`config.mk`:
```
export PLATFORM = sky130hd
export DESIGN_NAME = edge_point_extract
export DESIGN_NICKNAME = d
export VERILOG_FILES = /design/src/rtl/edge_point_extract_pkg.sv /design/src/rtl/edge_point_extract_fifo.sv /design/src/rtl/edge_point_extract.sv
export SDC_FILE = /design/constraint.sdc
export NUM_CORES = 1
export LEC_CHECK = 0
export ABC_AREA = 1
export BUFFER_PORTS_ARGS = -buffer_cell sky130_fd_sc_hd__buf_2
export CAP_MARGIN = 10
export CELL_PAD_IN_SITES_DETAIL_PLACEMENT = 1
export CELL_PAD_IN_SITES_GLOBAL_PLACEMENT = 1
export CORE_MARGIN = 2
export CORE_UTILIZATION = 50
export DETAILED_ROUTE_END_ITERATION = 16
export PLACE_DENSITY_LB_ADDON = 0.15
export SLEW_MARGIN = 20
export SYNTH_ARGS = -nofsm -noshare
export SYNTH_HDL_FRONTEND = slang
export SYNTH_SLANG_ARGS = --single-unit
```
`constraint.sdc`:
```
create_clock -name clk -period 2.7 [get_ports clk]
set_clock_uncertainty 0.2 [all_clocks]
set_input_delay 0.27 -clock clk [delete_from_list [all_inputs] [get_ports clk]]
set_output_delay 0.27 -clock clk [all_outputs]
set_load 0.05 [all_outputs]
```
`src/rtl/edge_point_extract_pkg.sv`:
```
// Shared lane-detection types: coordinate width,
// point bundle and edge-extract FSM states.
package edge_point_extract_pkg;

  localparam int CW = 12;

  typedef logic [CW-1:0] coord_t;

  typedef struct packed {
    coord_t x;
    coord_t y;
  } point_t;

  typedef enum logic [1:0] {
    WAIT_FRAME = 2'd0,
    SCAN       = 2'd1,
    DRAIN      = 2'd2
  } state_e;

endpackage

```
`src/rtl/edge_point_extract_fifo.sv`:
```
// Show-ahead point buffer between edge extraction
// and the Hough voter; full writes are refused.
module point_fifo
  import edge_point_extract_pkg::*;
#(
  parameter int DEPTH = 16
) (
  input  logic   clk,
  input  logic   rst_n,
  input  logic   wr_en_i,
  input  point_t wr_data_i,
  input  logic   rd_en_i,
  output point_t rd_data_o,
  output logic   full_o,
  output logic   empty_o
);

  localparam int AW = $clog2(DEPTH);
  localparam logic [AW:0] FULL_CNT = DEPTH[AW:0];

  point_t        mem_q [DEPTH];
  logic [AW-1:0] wr_ptr_q;
  logic [AW-1:0] rd_ptr_q;
  logic [AW:0]   cnt_q;
  logic          do_wr;
  logic          do_rd;

  assign full_o    = (cnt_q == FULL_CNT);
  assign empty_o   = (cnt_q == '0);
  assign do_wr     = wr_en_i & ~full_o;
  assign do_rd     = rd_en_i & ~empty_o;
  assign rd_data_o = mem_q[rd_ptr_q];

  always_ff @(posedge clk) begin
    if (do_wr) mem_q[wr_ptr_q] <= wr_data_i;
  end

  always_ff @(posedge clk or negedge rst_n) begin
    if (!rst_n) begin
      wr_ptr_q <= '0;
      rd_ptr_q <= '0;
      cnt_q    <= '0;
    end else begin
      if (do_wr) wr_ptr_q <= wr_ptr_q + 1'b1;
      if (do_rd) rd_ptr_q <= rd_ptr_q + 1'b1;
      unique case ({do_wr, do_rd})
        2'b10:   cnt_q <= cnt_q + 1'b1;
        2'b01:   cnt_q <= cnt_q - 1'b1;
        default: ;
      endcase
    end
  end

endmodule

```
`src/rtl/edge_point_extract.sv`:
```
// Scans binary eroded pixels, buffers ROI edge points
// and hands them to the Hough voter per frame.
module edge_point_extract
  import edge_point_extract_pkg::*;
#(
  parameter coord_t H_DISP     = 12'd480,
  parameter coord_t V_DISP     = 12'd272,
  parameter coord_t ROI_Y_TOP  = 12'd136,
  parameter coord_t ROI_X_L    = 12'd0,
  parameter coord_t ROI_X_R    = 12'd479,
  parameter int     FIFO_DEPTH = 16
) (
  input  logic        clk,
  input  logic        rst_n,
  input  logic        erode_de,
  input  logic        erode_hsync,
  input  logic        erode_vsync,
  input  logic [7:0]  erode_data,
  output logic        pt_valid,
  input  logic        pt_ready,
  output coord_t      pt_x,
  output coord_t      pt_y,
  output logic        frame_start,
  output logic        frame_done,
  output logic [15:0] drop_cnt
);

  state_e      state_q;
  logic        vs_q, de_q;
  coord_t      x_q, x_d, y_q, y_d;
  logic        wr_q;
  point_t      wr_pt_q;
  logic [15:0] drop_q, drop_d;
  logic        fs_q, fd_q;

  logic   vs_rise, de_fall;
  logic   in_x, in_y, hit, drop;
  logic   fifo_full, fifo_empty;
  coord_t dx, dy;
  point_t rd_pt;
  logic   unused_hsync;

  assign unused_hsync = erode_hsync;
  assign vs_rise = erode_vsync & ~vs_q;
  assign de_fall = de_q & ~erode_de;

  // wrap-around subtraction turns each bound pair into one compare
  assign dx   = x_q - ROI_X_L;
  assign dy   = y_q - ROI_Y_TOP;
  assign in_x = (dx <= (ROI_X_R - ROI_X_L)) && (x_q < H_DISP);
  assign in_y = dy < (V_DISP - ROI_Y_TOP);

  assign hit = (state_q == SCAN) & ~vs_rise & erode_de
             & (|erode_data) & in_x & in_y;

  assign drop = wr_q & fifo_full;

  always_comb begin
    x_d = x_q;
    y_d = y_q;
    if (vs_rise) begin
      x_d = '0;
      y_d = '0;
    end else begin
      if (erode_de && x_q != H_DISP) x_d = x_q + 1'b1;
      if (de_fall) begin
        x_d = '0;
        if (y_q != V_DISP) y_d = y_q + 1'b1;
      end
    end
  end

  always_comb begin
    drop_d = drop_q;
    if (vs_rise) drop_d = '0;
    else if (drop && drop_q != 16'hFFFF) drop_d = drop_q + 1'b1;
  end

  always_ff @(posedge clk or negedge rst_n) begin
    if (!rst_n) begin
      vs_q    <= 1'b0;
      de_q    <= 1'b0;
      x_q     <= '0;
      y_q     <= '0;
      wr_q    <= 1'b0;
      wr_pt_q <= '0;
      drop_q  <= '0;
    end else begin
      vs_q    <= erode_vsync;
      de_q    <= erode_de;
      x_q     <= x_d;
      y_q     <= y_d;
      wr_q    <= hit;
      wr_pt_q <= '{x: x_q, y: y_q};
      drop_q  <= drop_d;
    end
  end

  always_ff @(posedge clk or negedge rst_n) begin
    if (!rst_n) begin
      state_q <= WAIT_FRAME;
      fs_q    <= 1'b0;
      fd_q    <= 1'b0;
    end else begin
      fs_q <= vs_rise;
      fd_q <= 1'b0;
      if (vs_rise) begin
        state_q <= SCAN;
      end else begin
        unique case (state_q)
          SCAN:
            if (y_q == V_DISP) state_q <= DRAIN;
          DRAIN:
            if (fifo_empty && !wr_q) begin
              state_q <= WAIT_FRAME;
              fd_q    <= 1'b1;
            end
          default: ;
        endcase
      end
    end
  end

  point_fifo #(
    .DEPTH (FIFO_DEPTH)
  ) u_fifo (
    .clk       (clk),
    .rst_n     (rst_n),
    .wr_en_i   (wr_q),
    .wr_data_i (wr_pt_q),
    .rd_en_i   (pt_ready),
    .rd_data_o (rd_pt),
    .full_o    (fifo_full),
    .empty_o   (fifo_empty)
  );

  assign pt_valid    = ~fifo_empty;
  assign pt_x        = pt_valid ? rd_pt.x : '0;
  assign pt_y        = pt_valid ? rd_pt.y : '0;
  assign frame_start = fs_q;
  assign frame_done  = fd_q;
  assign drop_cnt    = drop_q;

endmodule

```
==> flow_summary_export.csv <==
group,metric,value,unit
status,outcome,"finished with violations",
status,violations,"negative setup slack",
route,drt_iter0_drc,1248,
floorplanning,fp.dieH,203,um
yosys,synth_fa_ha_area_share,1.12,%
timing,relSlewSlack,51.5,%
worst_setup_path,cp_data_required_time,2.23,ns
layout,fillCellCount,3939,
yosys,synth_top_area_cell,"edfxtp_1",
worst_setup_path,startpoint_type,"register",
timing,finalMaxSlewViolations,0,
power,ir_drop,697,uV
yosys,yosys_most_used_dff,"edfxtp_1",
layout,seqCellArea,0.0136,mm2
cts,h-tree-depth,2,
layout,multi_input_area,0.00576,mm2
yosys,yosys_warnings,0,
worst_setup_path,arrival,2.40,ns
yosys,synth_compound_area_share,1.93,%
layout,fin_nets,1963,
route,ant_nets,0,
worst_setup_path,critPathCaptureType,"output pin",
placed_design,gp_congestion,0.803,
cts,cts_buffers,48,
cts,clock-root-buffer,"clkbuf_16",
floorplanning,std_cell_rows,72,
worst_setup_path,rrSetupSlack,0.26,ns
placed_design,io_buffers,55,
cts,clock_sinks,468,
floorplanning,start_util,50.8,%
yosys,synth.most_common_cell,"nand2_1",
route,vias,14600,
timing,fin_crit,2.87,ns
yosys,synth_top_family_by_area,"simple AND/OR/NAND/NOR gates",
route,totalWireLength,63000,um
layout,fin_util,61.5,%
yosys,syn_area_per_cell,10.8,um2
global_routing,antenna_found_initial,0,
placed_design,dp_hpwl,32300,um
timing,grt_setup_unrepaired,"yes",
yosys,syn_area,0.0197,mm2
layout,drive_above_1_share,15.3,%
layout,area_growth,21.0,%
floorplanning,coreArea,0.0388,mm2
yosys,synth_cells,1832,
floorplanning,die_area,0.0411,mm2
power,leakagePower,9.38,nW
worst_hold_path,hp-class,"in -> async",
cts,path_clk_slew,0.06,ns
timing,final_critical_path_setup_slack,-0.171,ns
yosys,syn-num-nets,1863,
run,drv_cap,0,
global_routing,grt-ovfl-total,0,
timing,setup_viol,24,
route,wl_per_cell,25.3,um
yosys,ys_seq_elements,468,
yosys,yosys-top-cells-count,"nand2_1, edfxtp_1, nand3_1, dfrtp_1, nor2_1",
placed_design,placed_cells,2367,
cts,worst_skew_pair.late_latency,0.57,ns
timing,fmax,0.348,GHz
yosys,synth-simple-area-share,23.8,%
floorplanning,io-pin-count,57,
floorplanning,die_x,203,um
power,power,25.8,mW
global_routing,grt_util_all_layers,29.3,%
layout,layout.cells.non_filler,2490,
timing,hold_slack,0.0207,ns
timing,fin_crit_sh,106,%
yosys,synthXorXnorAreaFrac,0.710,%
cts,ctsLongestPathBuffers,3,
worst_setup_path,critical_path_class,"reg -> out",
yosys,synth_top_area_share,58.4,%
layout,antenna_cells,0,
yosys,synthArstFlopShare,17.9,%
route,drc_errors,0,
yosys,synth.area.mux_share,0,%
timing,hold_viol_final,0,
global_routing,grt_max_degree,58,
timing,worst_pin_slew,0.728,ns
yosys,synth_cell_types,32,
yosys,synth_seq_area_share,69.1,%
global_routing,grt_pass1_vias,15400,
worst_setup_path,path_max_fanout,21,
route,viasPerCell,5.88,
power,p_per_area,1080,mW/mm2
route,first_pass_iters,5,
yosys,ys_top_cells_by_area,"edfxtp_1, nand2_1, dfrtp_1, nand3_1, nor2_1",
global_routing,grt_pass1_wl,90200,um
cts,tritoncts,"built",
yosys,synth_edf_count,384,
==> worst max-delay path: stages (launching register included) <==
cell and delay (ns):
dfrtp_4 0.56, clkinv_8 0.16, buf_12 0.12, clkbuf_16 0.19, nand2_1 0.07, nand3_1 0.07, nand3_1 0.10, nand2_1 0.09
nand2_1 0.08, a21oi_2 0.21, buf_6 0.19
==> cells by family (layout without fill, tap and decap cells) <==
group                    Yosys count  count (layout)
XOR/XNOR                          16              16
AO/OA/AOI/OAI                     72              72
buffers and inverters            154             294
adder cells (fa/ha/maj)           17              17
flip-flops                       468             468
AND/OR/NAND/NOR                 1105            1105
==> cell usage in the layout, fill, tap and decap left out, types with 3 or more instances in the layout <==
cell,n
ha_1,15
bufinv_16,6
or2_2,3
xor2_1,14
nand4_1,26
a21oi_4,5
nand3_2,12
dfrtp_1,81
edfxtp_1,384
clkinv_2,13
nor2_2,6
nor2_4,19
nand3_1,326
o21bai_1,7
dlygate4sd3_1,4
nor2_1,59
buf_6,24
a21oi_2,15
clkbuf_1,8
buf_12,31
buf_4,32
buf_16,9
clkbuf_16,60
inv_6,3
a21oi_1,14
buf_2,30
o21ai_0,28
inv_1,55
nand2_2,13
clkbuf_8,10
nand2_1,635
==> per-stage QoR <==
stage	instance area [um2]	setup TNS [ns]	worst slack, ns
after floorplan	19700	0	0.0407
after detailed placement	21200	0	0.112
after CTS	23200	-2.86	-0.171
after global routing	23900	-5.06	-0.263
final	23900	-2.74	-0.171
after global placement	21200	0	0.210
==> worst paths after layout <==
check / startpoint / to / cells past startpoint
setup / recovery: u_fifo.rd_ptr_q[0] / pt_y[10] / 10
hold / removal: rst_n / wr_pt_q[15] / 3
setup reg to reg: u_fifo.cnt_q[3] / u_fifo.cnt_q[4] / 12
hold reg to reg: x_q[9] / wr_pt_q[21] / 0
max in group asynchronous: rst_n / u_fifo.rd_ptr_q[1] / 3
min in group clk: erode_data[4] / wr_q / 7
==> per-layer routing <==
metal,wire [um],part of all wire [%],global-route usage (%),vias up
met5,0,0,0,-
met4,2340,3.7,13.1,0
met3,4760,7.6,4.91,155
met2,32200,51,51.2,614
met1,23700,38,35.7,7370
li1,-,-,-,6503
==> layout make-up <==
cell class | instances | share of cell area (%)
sequential | 468 | 57.1
multi-input combinational | 1210 | 24.1
timing repair buffer | 144 | 7.99
clock buffer | 67 | 5.84
tap | 518 | 2.72
clock inverter | 23 | 1.16
inverter | 60 | 1.00
==> state kept, by name, indices dropped and copies added (netlist names) <==
signal and flops:
u_fifo.mem_q 384, wr_pt_q 24, drop_cnt 16, x_q 12, y_q 12, u_fifo.cnt_q 5, u_fifo.rd_ptr_q 4, u_fifo.wr_ptr_q 4
state_q 2, de_q 1, frame_done 1, frame_start 1, vs_q 1, wr_q 1
==> where the power goes <==
part | total, mW | leakage (nW) | switching [mW] | internal (mW)
Combinational | 10.6 | 3.97 | 6.77 | 3.82
Clock | 7.09 | 0.832 | 2.90 | 4.19
Sequential | 8.13 | 4.57 | 0.229 | 7.90
Total | 25.8 | 9.38 | 9.90 | 15.9
==> repair_timing <==
item / in CTS / in global routing
pin swaps: 2 / 6
gates cloned: 3 / 12
hold buffers: 5 / 0
gates resized for setup: 55 / 58
hold endpoints to repair: 93 / 0
endpoints found under the setup margin: 24 / 25
setup buffers: 2 / 12
Power figures use the tool's default switching activity.
